## src/rtl/core_types_pkg.sv

```systemverilog
// Shared core types: active-list/queue geometry, id and register typedefs,
// and the per-entry metadata carried from dispatch to retirement.
package core_types_pkg;
  localparam int AL_DEPTH = 64;
  localparam int AL_W     = $clog2(AL_DEPTH);
  localparam int LQ_DEPTH = 16;
  localparam int LQ_W     = $clog2(LQ_DEPTH);
  localparam int SQ_DEPTH = 16;
  localparam int SQ_W     = $clog2(SQ_DEPTH);
  localparam int BR_DEPTH = 8;
  localparam int BR_W     = $clog2(BR_DEPTH);
  localparam int PHYS_W   = 7;

  typedef logic [AL_W-1:0]   al_id_t;
  typedef logic [PHYS_W-1:0] phys_reg_t;

  typedef struct packed {
    logic      is_load;
    logic      is_store;
    logic      is_branch;
    logic      uses_rw;
    phys_reg_t old_phys;
  } al_entry_meta_t;

  // Age of an id relative to a base, modulo the active-list depth.
  function automatic al_id_t al_offset(al_id_t id, al_id_t base);
    return id - base;
  endfunction
endpackage

```

## src/rtl/commit_retire_unit_if.sv

```systemverilog
// Dispatch/completion/flush inputs and commit outputs of the retire unit.
interface commit_retire_unit_if;
  import core_types_pkg::*;

  logic      alloc_valid;
  logic      alloc_is_load;
  logic      alloc_is_store;
  logic      alloc_is_branch;
  logic      alloc_uses_rw;
  phys_reg_t alloc_old_phys;
  logic      int_done_valid;
  al_id_t    int_done_id;
  logic      mem_done_valid;
  al_id_t    mem_done_id;
  logic      flush_valid;
  al_id_t    flush_tail_id;
  logic      store_ready;

  al_id_t    alloc_id;
  logic      al_full;
  logic      al_empty;
  logic      commit_valid;
  al_id_t    commit_id;
  logic      free_valid;
  phys_reg_t free_phys;
  logic      load_done;
  logic      store_done;
  logic      branch_done;
  al_id_t    oldest_ptr;
  logic [LQ_W-1:0] load_commit_ptr;
  logic [SQ_W-1:0] store_commit_ptr;
  logic [BR_W-1:0] branch_read_ptr;

  modport master (
    output alloc_valid, alloc_is_load, alloc_is_store, alloc_is_branch,
           alloc_uses_rw, alloc_old_phys, int_done_valid, int_done_id,
           mem_done_valid, mem_done_id, flush_valid, flush_tail_id, store_ready,
    input  alloc_id, al_full, al_empty, commit_valid, commit_id, free_valid,
           free_phys, load_done, store_done, branch_done, oldest_ptr,
           load_commit_ptr, store_commit_ptr, branch_read_ptr
  );

  modport slave (
    input  alloc_valid, alloc_is_load, alloc_is_store, alloc_is_branch,
           alloc_uses_rw, alloc_old_phys, int_done_valid, int_done_id,
           mem_done_valid, mem_done_id, flush_valid, flush_tail_id, store_ready,
    output alloc_id, al_full, al_empty, commit_valid, commit_id, free_valid,
           free_phys, load_done, store_done, branch_done, oldest_ptr,
           load_commit_ptr, store_commit_ptr, branch_read_ptr
  );
endinterface

```

## src/rtl/wrap_ptr.sv

```systemverilog
// Wrapping pointer: W index bits plus a colour MSB; load beats increment.
module wrap_ptr #(
  parameter int W = 4
) (
  input  logic       clk,
  input  logic       rst,
  input  logic       inc_i,
  input  logic       ld_i,
  input  logic [W:0] ld_val_i,
  output logic [W:0] ptr_o
);
  logic [W:0] ptr_q, ptr_d;

  always_comb begin
    ptr_d = ptr_q;
    if (ld_i)       ptr_d = ld_val_i;
    else if (inc_i) ptr_d = ptr_q + 1'b1;
  end

  always_ff @(posedge clk) begin
    if (rst) ptr_q <= '0;
    else     ptr_q <= ptr_d;
  end

  assign ptr_o = ptr_q;
endmodule

```

## src/rtl/commit_retire_unit.sv

```systemverilog
// In-order retirement over the active list: tracks valid/ready per entry,
// retires one head entry per cycle and rolls the tail back on branch miss.
module commit_retire_unit
  import core_types_pkg::*;
(
  input  logic                 clk,
  input  logic                 rst,
  commit_retire_unit_if.slave  bus
);
  logic [AL_W:0]       head, tail, tail_ld, occ;
  logic [LQ_W:0]       lq_ptr;
  logic [SQ_W:0]       sq_ptr;
  logic [BR_W:0]       br_ptr;
  logic [AL_DEPTH-1:0] valid_q, valid_d, ready_q, ready_d, squash;
  al_entry_meta_t      meta_q [AL_DEPTH];
  al_entry_meta_t      hmeta, alloc_meta;
  al_id_t              head_idx, tail_idx, keep;
  logic                full, empty, retire, flush_go, alloc_go;
  logic                unused_colour;

  logic      commit_valid_q, free_valid_q, load_done_q, store_done_q, branch_done_q;
  al_id_t    commit_id_q;
  phys_reg_t free_phys_q;

  assign head_idx = head[AL_W-1:0];
  assign tail_idx = tail[AL_W-1:0];
  assign occ      = tail - head;
  assign empty    = (head == tail);
  assign full     = (head_idx == tail_idx) && (head[AL_W] != tail[AL_W]);
  assign hmeta    = meta_q[head_idx];

  assign retire   = valid_q[head_idx] && ready_q[head_idx] &&
                    (!hmeta.is_store || bus.store_ready);
  assign flush_go = bus.flush_valid && (bus.flush_tail_id != tail_idx);
  // Alloc may reuse the slot the head vacates this cycle, so full is no barrier then.
  assign alloc_go = bus.alloc_valid && !bus.flush_valid && (!full || retire);

  // New tail keeps (flush_tail_id - head) entries, which fixes its colour.
  assign keep    = bus.flush_tail_id - head_idx;
  assign tail_ld = head + {1'b0, keep};

  for (genvar g = 0; g < AL_DEPTH; g++) begin : g_squash
    assign squash[g] = flush_go &&
                       (al_offset(al_id_t'(g), head_idx) >= keep) &&
                       ({1'b0, al_offset(al_id_t'(g), head_idx)} < occ);
  end

  assign alloc_meta = '{is_load:   bus.alloc_is_load,
                        is_store:  bus.alloc_is_store,
                        is_branch: bus.alloc_is_branch,
                        uses_rw:   bus.alloc_uses_rw,
                        old_phys:  bus.alloc_old_phys};

  always_comb begin
    valid_d = valid_q;
    ready_d = ready_q;
    if (bus.int_done_valid && valid_q[bus.int_done_id]) ready_d[bus.int_done_id] = 1'b1;
    if (bus.mem_done_valid && valid_q[bus.mem_done_id]) ready_d[bus.mem_done_id] = 1'b1;
    if (retire) begin
      valid_d[head_idx] = 1'b0;
      ready_d[head_idx] = 1'b0;
    end
    valid_d = valid_d & ~squash;
    ready_d = ready_d & ~squash;
    if (alloc_go) begin
      valid_d[tail_idx] = 1'b1;
      ready_d[tail_idx] = 1'b0;
    end
  end

  always_ff @(posedge clk) begin
    if (rst) begin
      valid_q <= '0;
      ready_q <= '0;
    end else begin
      valid_q <= valid_d;
      ready_q <= ready_d;
    end
  end

  always_ff @(posedge clk) begin
    if (rst) begin
      for (int i = 0; i < AL_DEPTH; i++) meta_q[i] <= '0;
    end else if (alloc_go) begin
      meta_q[tail_idx] <= alloc_meta;
    end
  end

  always_ff @(posedge clk) begin
    if (rst) begin
      commit_valid_q <= 1'b0;
      commit_id_q    <= '0;
      free_valid_q   <= 1'b0;
      free_phys_q    <= '0;
      load_done_q    <= 1'b0;
      store_done_q   <= 1'b0;
      branch_done_q  <= 1'b0;
    end else begin
      commit_valid_q <= retire;
      free_valid_q   <= retire && hmeta.uses_rw;
      load_done_q    <= retire && hmeta.is_load;
      store_done_q   <= retire && hmeta.is_store;
      branch_done_q  <= retire && hmeta.is_branch;
      if (retire) begin
        commit_id_q <= head_idx;
        free_phys_q <= hmeta.old_phys;
      end
    end
  end

  wrap_ptr #(.W(AL_W)) u_head (.clk(clk), .rst(rst), .inc_i(retire), .ld_i(1'b0),
                               .ld_val_i('0), .ptr_o(head));
  wrap_ptr #(.W(AL_W)) u_tail (.clk(clk), .rst(rst), .inc_i(alloc_go), .ld_i(flush_go),
                               .ld_val_i(tail_ld), .ptr_o(tail));
  wrap_ptr #(.W(LQ_W)) u_lq (.clk(clk), .rst(rst), .inc_i(retire && hmeta.is_load),
                             .ld_i(1'b0), .ld_val_i('0), .ptr_o(lq_ptr));
  wrap_ptr #(.W(SQ_W)) u_sq (.clk(clk), .rst(rst), .inc_i(retire && hmeta.is_store),
                             .ld_i(1'b0), .ld_val_i('0), .ptr_o(sq_ptr));
  wrap_ptr #(.W(BR_W)) u_br (.clk(clk), .rst(rst), .inc_i(retire && hmeta.is_branch),
                             .ld_i(1'b0), .ld_val_i('0), .ptr_o(br_ptr));

  // Queue pointers only need their index; the colour bit is intentionally dropped.
  assign unused_colour = ^{lq_ptr[LQ_W], sq_ptr[SQ_W], br_ptr[BR_W]};

  assign bus.alloc_id         = tail_idx;
  assign bus.al_full          = full;
  assign bus.al_empty         = empty;
  assign bus.commit_valid     = commit_valid_q;
  assign bus.commit_id        = commit_id_q;
  assign bus.free_valid       = free_valid_q;
  assign bus.free_phys        = free_phys_q;
  assign bus.load_done        = load_done_q;
  assign bus.store_done       = store_done_q;
  assign bus.branch_done      = branch_done_q;
  assign bus.oldest_ptr       = head_idx;
  assign bus.load_commit_ptr  = lq_ptr[LQ_W-1:0];
  assign bus.store_commit_ptr = sq_ptr[SQ_W-1:0];
  assign bus.branch_read_ptr  = br_ptr[BR_W-1:0];
endmodule
```

## src/flat_wrapper.sv

```systemverilog
// flat-port wrapper written by rule: the top's interface ports become plain ports
module commit_retire_unit_flat import core_types_pkg::*;
  (clk, rst, bus_alloc_valid, bus_alloc_is_load, bus_alloc_is_store, bus_alloc_is_branch, bus_alloc_uses_rw, bus_alloc_old_phys, bus_int_done_valid, bus_int_done_id, bus_mem_done_valid, bus_mem_done_id, bus_flush_valid, bus_flush_tail_id, bus_store_ready, bus_alloc_id, bus_al_full, bus_al_empty, bus_commit_valid, bus_commit_id, bus_free_valid, bus_free_phys, bus_load_done, bus_store_done, bus_branch_done, bus_oldest_ptr, bus_load_commit_ptr, bus_store_commit_ptr, bus_branch_read_ptr);
  commit_retire_unit_if bus_i ();
  input  logic clk;
  input  logic rst;
  input wire logic [$bits(bus_i.alloc_valid)-1:0] bus_alloc_valid;
  input wire logic [$bits(bus_i.alloc_is_load)-1:0] bus_alloc_is_load;
  input wire logic [$bits(bus_i.alloc_is_store)-1:0] bus_alloc_is_store;
  input wire logic [$bits(bus_i.alloc_is_branch)-1:0] bus_alloc_is_branch;
  input wire logic [$bits(bus_i.alloc_uses_rw)-1:0] bus_alloc_uses_rw;
  input wire logic [$bits(bus_i.alloc_old_phys)-1:0] bus_alloc_old_phys;
  input wire logic [$bits(bus_i.int_done_valid)-1:0] bus_int_done_valid;
  input wire logic [$bits(bus_i.int_done_id)-1:0] bus_int_done_id;
  input wire logic [$bits(bus_i.mem_done_valid)-1:0] bus_mem_done_valid;
  input wire logic [$bits(bus_i.mem_done_id)-1:0] bus_mem_done_id;
  input wire logic [$bits(bus_i.flush_valid)-1:0] bus_flush_valid;
  input wire logic [$bits(bus_i.flush_tail_id)-1:0] bus_flush_tail_id;
  input wire logic [$bits(bus_i.store_ready)-1:0] bus_store_ready;
  output wire logic [$bits(bus_i.alloc_id)-1:0] bus_alloc_id;
  output wire logic [$bits(bus_i.al_full)-1:0] bus_al_full;
  output wire logic [$bits(bus_i.al_empty)-1:0] bus_al_empty;
  output wire logic [$bits(bus_i.commit_valid)-1:0] bus_commit_valid;
  output wire logic [$bits(bus_i.commit_id)-1:0] bus_commit_id;
  output wire logic [$bits(bus_i.free_valid)-1:0] bus_free_valid;
  output wire logic [$bits(bus_i.free_phys)-1:0] bus_free_phys;
  output wire logic [$bits(bus_i.load_done)-1:0] bus_load_done;
  output wire logic [$bits(bus_i.store_done)-1:0] bus_store_done;
  output wire logic [$bits(bus_i.branch_done)-1:0] bus_branch_done;
  output wire logic [$bits(bus_i.oldest_ptr)-1:0] bus_oldest_ptr;
  output wire logic [$bits(bus_i.load_commit_ptr)-1:0] bus_load_commit_ptr;
  output wire logic [$bits(bus_i.store_commit_ptr)-1:0] bus_store_commit_ptr;
  output wire logic [$bits(bus_i.branch_read_ptr)-1:0] bus_branch_read_ptr;
  assign bus_i.alloc_valid = bus_alloc_valid;
  assign bus_i.alloc_is_load = bus_alloc_is_load;
  assign bus_i.alloc_is_store = bus_alloc_is_store;
  assign bus_i.alloc_is_branch = bus_alloc_is_branch;
  assign bus_i.alloc_uses_rw = bus_alloc_uses_rw;
  assign bus_i.alloc_old_phys = bus_alloc_old_phys;
  assign bus_i.int_done_valid = bus_int_done_valid;
  assign bus_i.int_done_id = bus_int_done_id;
  assign bus_i.mem_done_valid = bus_mem_done_valid;
  assign bus_i.mem_done_id = bus_mem_done_id;
  assign bus_i.flush_valid = bus_flush_valid;
  assign bus_i.flush_tail_id = bus_flush_tail_id;
  assign bus_i.store_ready = bus_store_ready;
  assign bus_alloc_id = bus_i.alloc_id;
  assign bus_al_full = bus_i.al_full;
  assign bus_al_empty = bus_i.al_empty;
  assign bus_commit_valid = bus_i.commit_valid;
  assign bus_commit_id = bus_i.commit_id;
  assign bus_free_valid = bus_i.free_valid;
  assign bus_free_phys = bus_i.free_phys;
  assign bus_load_done = bus_i.load_done;
  assign bus_store_done = bus_i.store_done;
  assign bus_branch_done = bus_i.branch_done;
  assign bus_oldest_ptr = bus_i.oldest_ptr;
  assign bus_load_commit_ptr = bus_i.load_commit_ptr;
  assign bus_store_commit_ptr = bus_i.store_commit_ptr;
  assign bus_branch_read_ptr = bus_i.branch_read_ptr;
  commit_retire_unit u_core (.clk(clk), .rst(rst), .bus(bus_i));
endmodule
```

## config.mk

```make
export PLATFORM = sky130hd
export DESIGN_NAME = commit_retire_unit_flat
export DESIGN_NICKNAME = d
export VERILOG_FILES = /design/src/rtl/core_types_pkg.sv /design/src/rtl/commit_retire_unit_if.sv /design/src/rtl/wrap_ptr.sv /design/src/rtl/commit_retire_unit.sv /design/src/flat_wrapper.sv
export SDC_FILE = /design/constraint.sdc
export NUM_CORES = 2
export LEC_CHECK = 0
export CAP_MARGIN = 20
export CORE_UTILIZATION = 40
export DETAILED_ROUTE_END_ITERATION = 8
export GPL_ROUTABILITY_DRIVEN = 0
export PLACE_DENSITY_LB_ADDON = 0.08
export SLEW_MARGIN = 20
export SYNTH_ARGS = -nofsm -noshare
export SYNTH_HDL_FRONTEND = slang
export SYNTH_SLANG_ARGS = --single-unit
```

## constraint.sdc

```tcl
create_clock -name clk -period 6.75 [get_ports clk]
set_clock_uncertainty 0.1 [all_clocks]
set_input_delay 0.675 -clock clk [delete_from_list [all_inputs] [get_ports clk]]
set_output_delay 0.675 -clock clk [all_outputs]
set_load 0.02 [all_outputs]
```

==> results.json <==
{
  "status": "finished, final reports clean",
  "fmax_mhz": 186,
  "fin_util": 0.454,
  "n_fill_cell": 11200,
  "startpoint_type": "flop",
  "fin_total_pwr_uw": 12800,
  "slew_headroom": 0.113,
  "critPathMaxFanout": 14,
  "syn_area_um2": 49600,
  "start_util": 0.406,
  "slew_viol_final": 0,
  "min_to": "u_core.bus.free_phys[6]",
  "setup_violations": 0,
  "clk_latency_ps": 720,
  "viasPerCell": 6.00,
  "intPower_uw": 9390,
  "pwr-share-clk": 0.409,
  "dp_slack_ps": 1300,
  "ys_seq_area_frac": 0.497,
  "vdd_drop_max_mv": 0.180,
  "min_from": "u_core.bus.free_phys[6]",
  "wl_mm": 184,
  "dr.first_iter.drc_count": 4009,
  "die_x_um": 354,
  "p_sw_uw": 3430,
  "end_kind": "flop",
  "grt_max_degree": 65,
  "p_leak_uw": 0.0204,
  "wl_per_cell_um": 31.3,
  "htree_levels": 3,
  "numPortBuffers": 78,
  "fin_ws_ps": 1370,
  "min_period_over_period": 0.798,
  "seq_power_share": 0.473,
  "nets": 4461,
  "cp.arrival_ps": 5610,
  "holdBufCountCts": 0,
  "mostFrequentLayoutCell": "and2_1",
  "die-height_um": 354,
  "track_usage": 0.288,
  "grt_setup_unrepaired": "no",
  "hpwl_mm": 129,
  "ys_ff_latch": 881,
  "postRouteAntennaNets": 0,
  "synth.distinct_cells": 92,
  "post-cts-setup-buffer-count": 0,
  "vias": 35300,
  "combinationalPowerShare": 0.118,
  "core_um2": 122000,
  "synth_enable_flop_cells": 704,
  "async_reset_ff_frac": 0,
  "timing.rr.end": "u_core.meta_q[9][2]",
  "drc": 0,
  "required_ps": 6970,
  "tightest_slew_ps": 1320,
  "ff2ff_setup_slack_ps": 1370,
  "syn_nets": 4467,
  "drive_above_1_share": 0.148,
  "numCtsBuffers": 99,
  "setup_tns_ps": 0,
  "ys.flop_type": "edfxtp_1",
  "cts_sinks": 881,
  "grt_antenna_before_repair": 7,
  "yosysWarningCount": 0,
  "timing.rr.start": "u_core.u_head.ptr_o[1]",
  "top_level_ports": 79,
  "clockBufferDepth": 3,
  "ctsRootBufferMaster": "clkbuf_16",
  "sw_frac_of_total": 0.268,
  "grt.overflow.total": 0,
  "layout_common_cells": "711 x and2_1, 704 x edfxtp_1, 252 x ha_1",
  "final-hold-violation-count": 0,
  "grt_pass1_vias": 34500,
  "power_density_nw_per_um2": 231,
  "cts_resized": 0,
  "r2r_cells": 10,
  "avgSynthCellArea_um2": 11.9,
  "hold_path_class": "flop to flop",
  "area_delta_synth_final_pct": 11.9,
  "maxCapViolations": 0,
  "die_area_um2": 125000,
  "core.rowCount": 128,
  "cts_tree": "built",
  "grt_pass1_wl_mm": 260,
  "crit_type": "flop to flop",
  "firstDrtPassIters": 6,
  "finalCriticalPeriod_ps": 5380,
  "path_clk_slew_ps": 60,
  "holdPathStages": 2,
  "netlist_instances": 4175
}
-- worst max path at each step --
stage	to	from	slack, ps	cells after the start
2_1_floorplan	u_core.valid_q[9]	u_core.u_head.ptr_o[1]	500	13
3_3_place_gp	u_core.ready_q[56]	bus_flush_tail_id[0]	1290	17
3_5_place_dp	u_core.ready_q[56]	bus_flush_tail_id[0]	1300	17
4_1_cts	u_core.meta_q[0][9]	flop	1500	11
5_1_grt	u_core.meta_q[1][10]	flop	1250	11
6_report	u_core.meta_q[9][2]	u_core.u_head.ptr_o[1]	1370	10
-- power by group through the flow --
stage	registers, uW	logic [uW]	clock network [uW]
floorplan	6150	857	0
global placement	6170	1480	0
detailed placement	6180	1490	0
CTS	6060	1500	5300
global route	6070	1620	5490
finish	6060	1510	5240
-- layout make-up --
cell class	count	area [um^2]	area share
sequential	881	24700	0.445
multi-input combinational	2770	23000	0.415
clock buffer	122	2600	0.0469
tap	1625	2030	0.0366
timing repair buffer	243	2010	0.0362
inverter	174	656	0.0118
clock inverter	57	490	0.00883
antenna	2	5.00	0.0000901
-- metrics by stage --
| stage | hold slack [ps] | area (um^2) | instances |
|---|---|---|---|
| after floorplan | 343 | 49600 | 4175 |
| after global placement | 344 | 52400 | 5693 |
| after detailed placement | 350 | 52400 | 5693 |
| after CTS | 361 | 55500 | 5872 |
| after global routing | 379 | 55500 | 5872 |
| final | 358 | 55500 | 5874 |
-- sequential cells by signal (all words and copies together) (netlist names), named ones only --
name	cells
u_core.meta_q	704
u_core.ready_q	64
u_core.valid_q	64
u_core.bus.free_phys	7
u_core.u_head.ptr_o	7
u_core.u_tail.ptr_o	7
u_core.bus.commit_id	6
u_core.u_lq.ptr_o	4
u_core.u_sq.ptr_o	4
u_core.u_br.ptr_o	3
u_core.bus.branch_done	1
u_core.bus.commit_valid	1
u_core.bus.free_valid	1
u_core.bus.load_done	1
u_core.bus.store_done	1
-- routing by layer --
layer	track usage	vias to the layer above	wire length [um]
met2	0.446	1563	81900
met5	0	-	36
met1	0.404	17900	80100
met4	0.116	6	8190
met3	0.0472	386	13500
li1	-	15400	-
-- critical path, cell delays in order, from the launching register on --
cell       delay [ps]
dfxtp_1           330
inv_1             330
buf_4             300
o311ai_0          730
a211oi_1          240
nor4_1            520
o32a_1            350
o2111ai_4         320
a21oi_2           770
nand2_1           360
nand2_1           620
-- kinds of logic after synthesis --
logic type / synth area share
AO/OA/AOI/OAI: 0.111
AND/OR/NAND/NOR: 0.149
flip-flops: 0.497
multiplexers: 0.113
XOR/XNOR: 0.0155
adder cells (fa/ha/maj): 0.0710
buffers and inverters: 0.0426
-- Yosys cell counts, drive strengths merged, types with 12 or more instances --
library cell    n  share of area
a211oi         50         0.0076
a21boi         43         0.0065
a21o           81          0.012
a21oi         142          0.014
a221oi         46         0.0081
a31oi          27         0.0034
and2          712          0.090
and3           25         0.0032
buf            89         0.0092
clkbuf        261          0.020
dfxtp         177          0.071
edfxtp        704           0.43
ha            252          0.064
inv           173          0.013
maj3           29         0.0058
mux2i          22         0.0044
mux4          235           0.11
nand2         167          0.013
nand2b         36         0.0045
nand3          37         0.0040
nand3b         25         0.0038
nand4          13         0.0016
nor2          169          0.013
nor2b          23         0.0029
nor3           36         0.0040
nor4           18         0.0026
o211ai         56         0.0088
o21ai         183          0.019
o21bai         12         0.0018
o22ai          70         0.0088
o31ai          21         0.0033
o32ai          12         0.0021
xnor2          69          0.012
xor2           19         0.0034
No activity file was read; power rests on OpenSTA's default activity.
